[src/rtl/freq_synth_gen.sv]
// Programmable 50% duty square-wave generator. A sequential restoring divider turns
// the requested frequency into a half-period in sys_clk cycles, applied at toggle edges.
module freq_synth_gen #(
    parameter int unsigned CLK_FRE = 50_000_000
) (
    input  logic        i_sys_clk,
    input  logic        i_sys_rst,
    input  logic [31:0] i_fre_set,
    input  logic        i_fre_load,
    output logic        o_busy,
    output logic        o_fre_out,
    output logic [31:0] o_half_cur
);

    localparam logic [31:0] DIVIDEND = 32'(CLK_FRE);

    typedef enum logic [1:0] {S_IDLE, S_DIV, S_DONE} state_t;

    state_t      r_state, w_state_nxt;
    logic [4:0]  r_bit;
    logic [32:0] r_div;
    logic [33:0] r_rem;
    logic [31:0] r_quo;      // dividend bits shift out of the top, quotient bits shift in
    logic        r_zero;
    logic [31:0] r_pend;
    logic        r_pend_vld;
    logic [31:0] r_half;
    logic [31:0] r_cnt;
    logic        r_fre_out;

    logic [33:0] w_rem_sh;
    logic        w_ge;
    logic [31:0] w_result;
    logic        w_done;
    logic        w_at_end;
    logic        w_apply;

    assign w_rem_sh = {r_rem[32:0], r_quo[31]};
    assign w_ge     = (w_rem_sh >= {1'b0, r_div});
    assign w_done   = (r_state == S_DONE);
    // Zero request means stop; a zero quotient clamps to the fastest output, CLK_FRE/2.
    assign w_result = r_zero ? 32'd0 : ((r_quo == 32'd0) ? 32'd1 : r_quo);

    always_ff @(posedge i_sys_clk or posedge i_sys_rst) begin
        if (i_sys_rst) r_state <= S_IDLE;
        else           r_state <= w_state_nxt;
    end

    always_comb begin
        w_state_nxt = r_state;
        case (r_state)
            S_IDLE:  if (i_fre_load) w_state_nxt = S_DIV;
            S_DIV:   if (r_bit == 5'd31) w_state_nxt = S_DONE;
            S_DONE:  w_state_nxt = S_IDLE;
            default: w_state_nxt = S_IDLE;
        endcase
    end

    always_ff @(posedge i_sys_clk or posedge i_sys_rst) begin
        if (i_sys_rst) begin
            r_div  <= '0;
            r_rem  <= '0;
            r_quo  <= '0;
            r_bit  <= '0;
            r_zero <= 1'b0;
        end else if (r_state == S_IDLE) begin
            if (i_fre_load) begin
                r_div  <= {i_fre_set, 1'b0};
                r_zero <= (i_fre_set == 32'd0);
                r_rem  <= '0;
                r_quo  <= DIVIDEND;
                r_bit  <= '0;
            end
        end else if (r_state == S_DIV) begin
            r_rem <= w_ge ? (w_rem_sh - {1'b0, r_div}) : w_rem_sh;
            r_quo <= {r_quo[30:0], w_ge};
            r_bit <= r_bit + 5'd1;
        end
    end

    // New half-periods only take over at a toggle boundary (or immediately when stopped).
    assign w_at_end = (r_cnt == r_half - 32'd1);
    assign w_apply  = r_pend_vld && ((r_half == 32'd0) || w_at_end);

    always_ff @(posedge i_sys_clk or posedge i_sys_rst) begin
        if (i_sys_rst) begin
            r_pend     <= '0;
            r_pend_vld <= 1'b0;
            r_half     <= '0;
            r_cnt      <= '0;
            r_fre_out  <= 1'b0;
        end else begin
            if (r_half == 32'd0) begin
                r_fre_out <= 1'b0;
                r_cnt     <= '0;
            end else if (w_at_end) begin
                r_cnt     <= '0;
                r_fre_out <= (w_apply && (r_pend == 32'd0)) ? 1'b0 : ~r_fre_out;
            end else begin
                r_cnt <= r_cnt + 32'd1;
            end

            if (w_apply) r_half <= r_pend;

            // A fresh result landing on the apply edge stays pending for the next boundary.
            if (w_done) begin
                r_pend     <= w_result;
                r_pend_vld <= 1'b1;
            end else if (w_apply) begin
                r_pend_vld <= 1'b0;
            end
        end
    end

    assign o_busy     = (r_state != S_IDLE);
    assign o_fre_out  = r_fre_out;
    assign o_half_cur = r_half;

endmodule

[config.mk]
export PLATFORM = sky130hd
export DESIGN_NAME = freq_synth_gen
export DESIGN_NICKNAME = d
export VERILOG_FILES = /design/src/rtl/freq_synth_gen.sv
export SDC_FILE = /design/constraint.sdc
export NUM_CORES = 1
export LEC_CHECK = 0
export BUFFER_PORTS_ARGS = -buffer_cell sky130_fd_sc_hd__buf_4
export CELL_PAD_IN_SITES_DETAIL_PLACEMENT = 1
export CELL_PAD_IN_SITES_GLOBAL_PLACEMENT = 1
export CORE_UTILIZATION = 30
export CTS_CLUSTER_DIAMETER = 50
export DETAILED_ROUTE_END_ITERATION = 10
export PLACE_DENSITY = 0.51
export SLEW_MARGIN = 0
export SYNTH_ARGS = -nofsm -noshare
export SYNTH_HDL_FRONTEND = slang
export SYNTH_SLANG_ARGS = --single-unit
export TNS_END_PERCENT = 10
[constraint.sdc]
create_clock -name i_sys_clk -period 12.7 [get_ports i_sys_clk]
set_clock_uncertainty 0.15 [all_clocks]
set_input_delay 1.27 -clock i_sys_clk [delete_from_list [all_inputs] [get_ports i_sys_clk]]
set_output_delay 1.27 -clock i_sys_clk [all_outputs]
set_load 0.005 [all_outputs]
Word-level counts from Yosys, hierarchy flattened:

Index checks and enable logic that the tools add are counted.

* output and inout port bits: 34
* register bits: 203
* word-level logic and storage cells: 60
* input bits: 35

* equality and inequality tests: 6
* multiplexer cells: 22
* bitwise gates (word level): 1
* reductions and logical operators: 15
* add/sub/neg operators: 4
* order comparisons: 1

Operators by type and width (count)
* 2-to-1 mux 32 bit: 7
* 2-to-1 mux 33 bit: 4
* zero test 32 bit: 4
* >= comparator 34 x 33 -> 1 bit: 1
* subtractor 33 bit: 1
* adder 32 x 1 -> 32 bit (second input constant): 1
* equality test 32 bit: 1
* subtractor 32 x 1 -> 32 bit (second input constant): 1
* 2-to-1 mux 5 bit: 3
* nonzero test 2 bit: 4
* AND reduction 2 bit: 3
* adder 5 x 1 -> 5 bit (second input constant): 1
* equality test 5 bit (second input constant): 1
* 2-to-1 mux 1 bit: 5
* 2-to-1 mux 2 bit: 2
* != test 2 bit (second input constant): 2
* one-hot mux 2 bit (2 select lines): 1
* equality test 2 x 1 -> 1 bit (second input constant): 1
* equality test 2 bit (second input constant): 1
* logical AND 1 bit: 2
* zero test 2 bit: 1
* logical OR 1 bit: 1
* inverter 1 bit: 1

Longest topological paths before layout:

Gate-level depths: netlist of run 1.

* depth in word-level cells: 8
* gate-level depth with buffers: 14
* mapped depth without buffers: 12

Least setup slack after synthesis of run 1:

Ideal clock, no wire load.

* path kind: register -> register
* from: register r_half[14], in the netlist o_half_cur[14]
* to: register r_half[0], in the netlist o_half_cur[0]
* data arrival time: 3507 ps
* setup slack: 8918 ps
* required time: 12425 ps
* library setup time: 125 ps
* clock period less this slack: 3782 ps
* stages on the path, launching flop included: 13
* cell sequence: dfrtp_1 > buf_2 > or4_1 > or4_4 > buf_4 > nor4_1 > mux2i_1 > mux2i_1 > or4b_1 > nor4_2 > o21ai_2 > buf_6 > mux2_4

* cells in the longest elaborated chain, start to end: 4

Ends and longest elaborated chain
* from (decl): line 27 `logic [31:0] r_half;`
* from (signal assigned): line 103 `if (w_apply) r_half <= r_pend;`
* subtractor 32 x 1 -> 32 bit: line 82 `assign w_at_end = (r_cnt == r_half - 32'd1);`
* equality test 32 bit: line 82
* logical OR 1 bit *: line 83 `assign w_apply = r_pend_vld && ((r_half == 32'd0) || w_at_end);`
* logical AND 1 bit *: line 83

Mark *: on every way between the ends. The rest lies on a longest branch, timed or not.
A chain may end at the register's enable or synchronous reset.

Worst setup path in the final report of run 1:

* from: register r_half[8], in the netlist o_half_cur[8]
* to: register r_half[31], in the netlist o_half_cur[31]

The elaborated chain is that of the path after synthesis.

==> results of run 1 <==
==> cells by family after synthesis <==
kind of cell | share of synthesized area
mux | 0.0586
compound gates | 0.141
xor+xnor | 0.0706
fa+ha+maj | 0.0399
flops | 0.431
simple gates | 0.220
buf+inv | 0.0395
==> layer usage <==
| layer | vias up | GRT usage | share of wire |
|---|---|---|---|
| li1 | 4686 | - | - |
| met1 | 4751 | 0.242 | 0.46 |
| met2 | 156 | 0.306 | 0.47 |
| met3 | 53 | 0.0299 | 0.038 |
| met4 | 0 | 0.0569 | 0.023 |
| met5 | - | 0 | 0 |
==> registers in the layout (all words and copies together), names as in the netlist <==
name	flops
o_fre_out	1
o_half_cur	32
r_bit	5
r_cnt	32
r_div	32
r_pend	32
r_pend_vld	1
r_quo	32
r_rem	33
r_state	2
r_zero	1
==> power groups by stage <==
stage               logic (W)  registers (W)  clock network, W
floorplan             0.00123       0.000959                 0
global placement      0.00156        0.00102                 0
detailed placement    0.00158        0.00102                 0
CTS                   0.00159        0.00101           0.00104
global route          0.00179        0.00104           0.00106
finish                0.00156        0.00101           0.00100
==> how the worst max path moves through the flow <==
stage	start	end	slack, ns	depth (start not counted)
3_5_place_dp	o_half_cur[8]$_DFFE_PP0P_	o_half_cur[31]$_DFFE_PP0P_	8.27	10
3_3_place_gp	o_half_cur[14]$_DFFE_PP0P_	o_half_cur[31]$_DFFE_PP0P_	8.37	10
6_report	o_half_cur[8]$_DFFE_PP0P_	o_half_cur[31]$_DFFE_PP0P_	8.29	10
2_1_floorplan	i_sys_rst	o_fre_out$_DFFE_PP0P_	5.74	1
4_1_cts	o_half_cur[8]$_DFFE_PP0P_	o_half_cur[31]$_DFFE_PP0P_	8.27	10
5_1_grt	o_half_cur[8]$_DFFE_PP0P_	o_half_cur[30]$_DFFE_PP0P_	8.02	10
==> worst max-delay path: cells and delay by family (launching register included) <==
| kind | cells | cell delay (ns) |
|---|---|---|
| AND/OR/NAND/NOR | 6 | 2.54 |
| AO/OA/AOI/OAI | 3 | 0.77 |
| flip-flops | 1 | 0.47 |
| buffers and inverters | 1 | 0.40 |
==> layout by cell type, fill, tap and decap left out, drive strengths merged, types with 9 or more instances in the layout <==
| cell type | count |
|---|---|
| a21o | 12 |
| nor2 | 75 |
| nand2b | 34 |
| xnor2 | 43 |
| nor4 | 42 |
| a21oi | 28 |
| mux2 | 28 |
| clkbuf | 48 |
| xor2 | 52 |
| buf | 77 |
| o21ai | 140 |
| ha | 36 |
| nand4 | 19 |
| dfrtp | 203 |
| and3 | 16 |
| or4 | 9 |
| nand2 | 193 |
| nor3 | 21 |
| nand3 | 53 |
| inv | 50 |
| or3 | 9 |
| a31oi | 13 |
| mux2i | 30 |
==> cell type report <==
cell class                      instances  area (µm²)  share of cell area
Clock inverter                         14         215              0.0154
Timing Repair Buffer                   77         578              0.0413
Sequential cell                       203        5080               0.363
Tap cell                              518         648              0.0463
Clock buffer                           48        1030              0.0734
Inverter                               47         184              0.0131
Multi-Input combinational cell        978        6270               0.448
==> through the flow <==
stage / util / instances / worst slack [ns] / instance area (µm²) / hold WS [ns]
6_report: 0.361 / 1885 / 8.29 / 14000 / 0.355
5_1_grt: 0.361 / 1885 / 8.02 / 14000 / 0.386
4_1_cts: 0.361 / 1885 / 8.27 / 14000 / 0.359
3_5_place_dp: 0.329 / 1823 / 8.27 / 12800 / 0.351
3_3_place_gp: 0.329 / 1823 / 8.37 / 12800 / 0.341
2_1_floorplan: - / 1296 / 5.74 / 11800 / 0.302
==> impl_metrics.csv, run 1 <==
group,metric,value,unit
yosys,yosys_register_bits,203,
run,drv_cap,0,
power,p_comb_frac,0.437,
clock_network,clk_pin_slew,0.05,ns
route,via_per_inst,5.12,
layout,n_antenna_cell,0,
setup_path,criticalPathCategory,"register to register",
clock_network,root_buffer,"clkbuf_16",
setup_path,path_max_fanout,33,
floorplanning,die_y,200,µm
sta,fmax,227,MHz
yosys,synth-main-ff-cell,"dfrtp_1",
setup_path,rrSetupSlack,8.29,ns
global_routing,grt_pass1_vias,10300,
route,vias,9646,
route,totalWireLength,35.5,mm
route,drtAntennaViolNets,0,
sta,setup_viol,0,
yosys,yosysUniqueCellTypes,71,
setup_path,critical_path_required,13.00,ns
route,wire_per_inst,18.8,µm
setup_path,max_stage_delay,0.65,ns
sta,maxSlewHeadroom,0.283,
global_routing,grtUsageTotal,0.183,
power,seqPwrFrac,0.282,
min_path,whs_path_depth,2,
floorplanning,start_util,0.304,
clock_network,clk_latency,0.52,ns
clock_network,cts_tree,"built",
route,initialDrtViolationCount,389,
yosys,yosys.area.top_type_share,0.431,
placed_design,gp_congestion,0.864,
layout,syn_to_final_growth,18.8,%
floorplanning,io_pins,69,
setup_path,crit_path_start_kind,"register",
global_routing,grt_pass1_wl,59.0,mm
sta,fin_crit,4.41,ns
clock_network,ctsResizeCount,0,
setup_path,path_cells,"or4_1 -> or4_4 -> o311a_1 -> nor4_1 -> nor2_1 -> or4b_1 -> o21ai_2 -> buf_4 -> and3_1 -> a211o_1",
yosys,syn_nets,1368,
setup_path,r2r_start,"o_half_cur[8]$_DFFE_PP0P_",
yosys,async_flop_share,1.00,
power,p_clk_frac,0.281,
yosys,synth-edff-count,0,
clock_network,ctsHtreeMaxLevel,2,
clock_network,numCtsBuffers,36,
sta,worst_pin_slew,1.07,ns
yosys,synth.cell_area,11800,µm²
min_path,hold_path_class,"register to register",
setup_path,cp.arrival,4.72,ns
setup_path,r2r_cells,10,
clock_network,ctsHoldBuffers,0,
min_path,hp-start,"r_pend[23]$_DFFE_PP0P_",
setup_path,slowest_stage,"or4_4",
sta,totalNegativeSetupSlack,0,ns
sta,post-route-period-util,0.347,
outcome,status,"finished, final reports clean",
yosys,syn_area_per_cell,9.09,µm²
yosys,synth_most_common_cell,"dfrtp_1",
sta,rsz0062_at_grt,"no",
layout,nFillCells,4454,
yosys,ys_seq_area_frac,0.431,
yosys,netlist_top_cells_count,"dfrtp_1, nand2_1, o21ai_0",
global_routing,antenna_found_initial,0,
power,power_density,255,nW/µm²
clock_network,clock_path_buffers,3,
global_routing,grt-ovfl-total,0,
layout,fin_nets,1415,
floorplanning,fp-row-count,72,
setup_path,end_kind,"register",
yosys,synth_cells,1296,
power,internal_power,0.00219,W
power,power_switching,0.00138,W
power,p_leak,5.95,nW
global_routing,grt_max_degree,89,
layout,drive_gt1_frac,0.134,
sta,hold_violations,0,
placed_design,dpl.hpwl,25.2,mm
sta,drv_slew,0,
min_path,worstHoldEndpoint,"r_pend[23]$_DFFE_PP0P_",
floorplanning,die_w,200,µm
clock_network,cts_setup_buffers,0,
power,power,0.00357,W
yosys,synth.largest_area_cell,"dfrtp_1",
route,first_pass_iters,4,
power,swShare,0.388,
floorplanning,die_area,40100,µm²
route,drc,0,
setup_path,rr_endpoint,"o_half_cur[31]$_DFFE_PP0P_",
power,ir_worst_vdd,125,µV
clock_network,cts_sinks,203,
floorplanning,core,38700,µm²
yosys,yosysWarnings,0,
yosys,yosys-top-cells-area,"dfrtp_1, nand2_1, o21ai_0",
placed_design,portBuffers,68,
(Power assumes the default switching activity.)
==> inputs of run 2 (changes only) <==
==> constraint.sdc (replaced) <==
create_clock -name i_sys_clk -period 4.55 [get_ports i_sys_clk]
set_clock_uncertainty 0.15 [all_clocks]
set_input_delay 0.455 -clock i_sys_clk [delete_from_list [all_inputs] [get_ports i_sys_clk]]
set_output_delay 0.455 -clock i_sys_clk [all_outputs]
set_load 0.005 [all_outputs]
==> run 2 against run 1 <==
Compared with the run above: combinational power rose to 2.8 times the previous value; cell count rose by 2.6%; first-iteration DRC count rose by 3.3%; critical path depth fell by 1; via count rose by 1.1%; flip-flop and latch count did not move; hold slack got worse by 0.31 ns; power rose to 2.8 times the previous value; critical path type unchanged; critical endpoint is now o_half_cur[21]$_DFFE_PP0P_.
==> impl_metrics.csv, run 2 (synthesis results as in run 1) <==
group,metric,value,unit
outcome,status,"finished, final reports clean",
floorplanning,fp-row-count,72,
clock_network,clk_latency,0.53,ns
setup_path,path_cells,"or4_1 -> nor4_2 -> nand4_1 -> xnor2_1 -> nand2_1 -> or4b_1 -> nor4_2 -> o21ai_4 -> mux2_1",
layout,nFillCells,4467,
clock_network,ctsHtreeMaxLevel,2,
min_path,worstHoldEndpoint,"r_div[7]$_DFFE_PP0P_",
clock_network,root_buffer,"clkbuf_16",
floorplanning,io_pins,69,
placed_design,dpl.hpwl,25.9,mm
power,p_comb_frac,0.443,
route,vias,9749,
power,power_switching,0.00391,W
sta,maxSlewHeadroom,0.195,
setup_path,cp_num_buf_inv,0,
min_path,hp-start,"i_fre_set[6]",
clock_network,clk_pin_slew,0.05,ns
route,wire_per_inst,18.7,µm
power,p_leak,6.15,nW
clock_network,clock_path_buffers,3,
layout,fin_nets,1463,
route,drc,0,
power,seqPwrFrac,0.283,
layout,final_area,14400,µm²
run,drv_cap,0,
placed_design,pre_cts_ws,0.353,ns
layout,final_common_cell,"dfrtp_1",
sta,whs,0.0467,ns
min_path,hold_path_class,"input pin to register",
route,first_pass_iters,4,
floorplanning,die_y,200,µm
sta,totalNegativeSetupSlack,0,ns
placed_design,portBuffers,68,
layout,final_cells,1934,
floorplanning,core,38700,µm²
setup_path,rrSetupSlack,0.36,ns
clock_network,numCtsBuffers,36,
setup_path,crit_top_cell,"nor4_2",
sta,post-route-period-util,0.921,
route,via_per_inst,5.04,
sta,setup_viol,0,
sta,fmax,239,MHz
clock_network,cts_setup_buffers,0,
power,ir_worst_vdd,362,µV
floorplanning,die_area,40100,µm²
setup_path,path_max_fanout,27,
min_path,whs_path_depth,3,
route,drtAntennaViolNets,0,
layout,top_register,"r_rem",
placed_design,gp_congestion,0.843,
setup_path,cp.arrival,4.44,ns
power,p_clk_frac,0.274,
setup_path,critical_path_required,4.80,ns
route,totalWireLength,36.2,mm
sta,drv_slew,0,
floorplanning,die_w,200,µm
global_routing,grt_max_degree,116,
setup_path,rr_endpoint,"o_half_cur[21]$_DFFE_PP0P_",
global_routing,grt_pass1_vias,10400,
global_routing,grt-ovfl-total,0,
sta,fin_ws,0.360,ns
clock_network,cts_tree,"built",
setup_path,criticalPathCategory,"register to register",
setup_path,crit_family,"simple AND/OR/NAND/NOR gates",
clock_network,cts_sinks,203,
global_routing,grt_pass1_wl,59.7,mm
sta,rsz0062_at_grt,"no",
setup_path,end_kind,"register",
placed_design,post-place-cells,1840,
layout,n_antenna_cell,0,
setup_path,slowest_stage,"or4_1",
global_routing,grtUsageTotal,0.186,
placed_design,place_area,12900,µm²
setup_path,r2r_cells,9,
layout,layout_common_cells,"dfrtp_1, nand2_1, o21ai_0",
power,power_density,689,nW/µm²
layout,syn_to_final_growth,22.5,%
layout,regArea,5080,µm²
setup_path,crit_path_start_kind,"register",
layout,largest_reg_flops,33,
power,internal_power,0.00603,W
floorplanning,start_util,0.304,
sta,worst_pin_slew,1.20,ns
setup_path,max_stage_delay,0.62,ns
setup_path,r2r_start,"o_half_cur[8]$_DFFE_PP0P_",
sta,fin_crit,4.19,ns
global_routing,antenna_found_initial,0,
layout,multi_input_area,6270,µm²
layout,drive_gt1_frac,0.143,
power,swShare,0.394,
sta,hold_violations,0,
route,initialDrtViolationCount,402,
## run 2: per-layer routing
metal / vias to the layer above / wire [µm] / track usage / share of wire
li1: 4778 / - / - / -
met1: 4801 / 17000 / 0.245 / 0.47
met2: 121 / 17200 / 0.311 / 0.48
met3: 49 / 1140 / 0.0338 / 0.031
met4: 0 / 839 / 0.0544 / 0.023
met5: - / 0 / 0 / 0
## run 2: tightest hold or removal path, cell delays in order
cell and delay (ns):
buf_4 0.08, nand2_1 0.05, o21ai_0 0.08
## run 2: final cells by class
type	count	area share
Multi-Input combinational cell	978	0.434
Sequential cell	203	0.352
Timing Repair Buffer	125	0.0730
Clock buffer	46	0.0699
Tap cell	518	0.0449
Clock inverter	17	0.0136
Inverter	47	0.0125
## run 2: power by group through the flow
stage	sequential [W]	combinational (W)	clock, W
5_1_grt	0.00289	0.00507	0.00289
3_5_place_dp	0.00284	0.00444	0
3_3_place_gp	0.00283	0.00438	0
4_1_cts	0.00282	0.00448	0.00282
6_report	0.00281	0.00440	0.00273
2_1_floorplan	0.00268	0.00343	0
## run 2: timing repair
action / 4_1_cts / 5_1_grt
hold buffers: 31 / 0
resized for setup: 0 / 0
endpoints found under the hold margin: 43 / 0
## run 2: worst max path at each step
| stage | startpoint | end | slack (ns) | cells after the start |
|---|---|---|---|---|
| CTS | o_half_cur[4]$_DFFE_PP0P_ | o_half_cur[21]$_DFFE_PP0P_ | 0.33 | 9 |
| detailed placement | o_half_cur[4]$_DFFE_PP0P_ | o_half_cur[21]$_DFFE_PP0P_ | 0.35 | 9 |
| global placement | o_half_cur[4]$_DFFE_PP0P_ | o_half_cur[21]$_DFFE_PP0P_ | 0.41 | 9 |
| global route | o_half_cur[8]$_DFFE_PP0P_ | o_half_cur[31]$_DFFE_PP0P_ | 0.09 | 10 |
| floorplan | o_half_cur[14]$_DFFE_PP0P_ | o_half_cur[0]$_DFFE_PP0P_ | 0.77 | 12 |
| finish | o_half_cur[8]$_DFFE_PP0P_ | o_half_cur[21]$_DFFE_PP0P_ | 0.36 | 9 |
## run 2: per-stage QoR
step | utilization | power (W)
4_1_cts | 0.373 | 0.0101
5_1_grt | 0.373 | 0.0109
3_5_place_dp | 0.334 | 0.00729
6_report | 0.373 | 0.00995
2_1_floorplan | - | 0.00611
3_3_place_gp | 0.334 | 0.00722
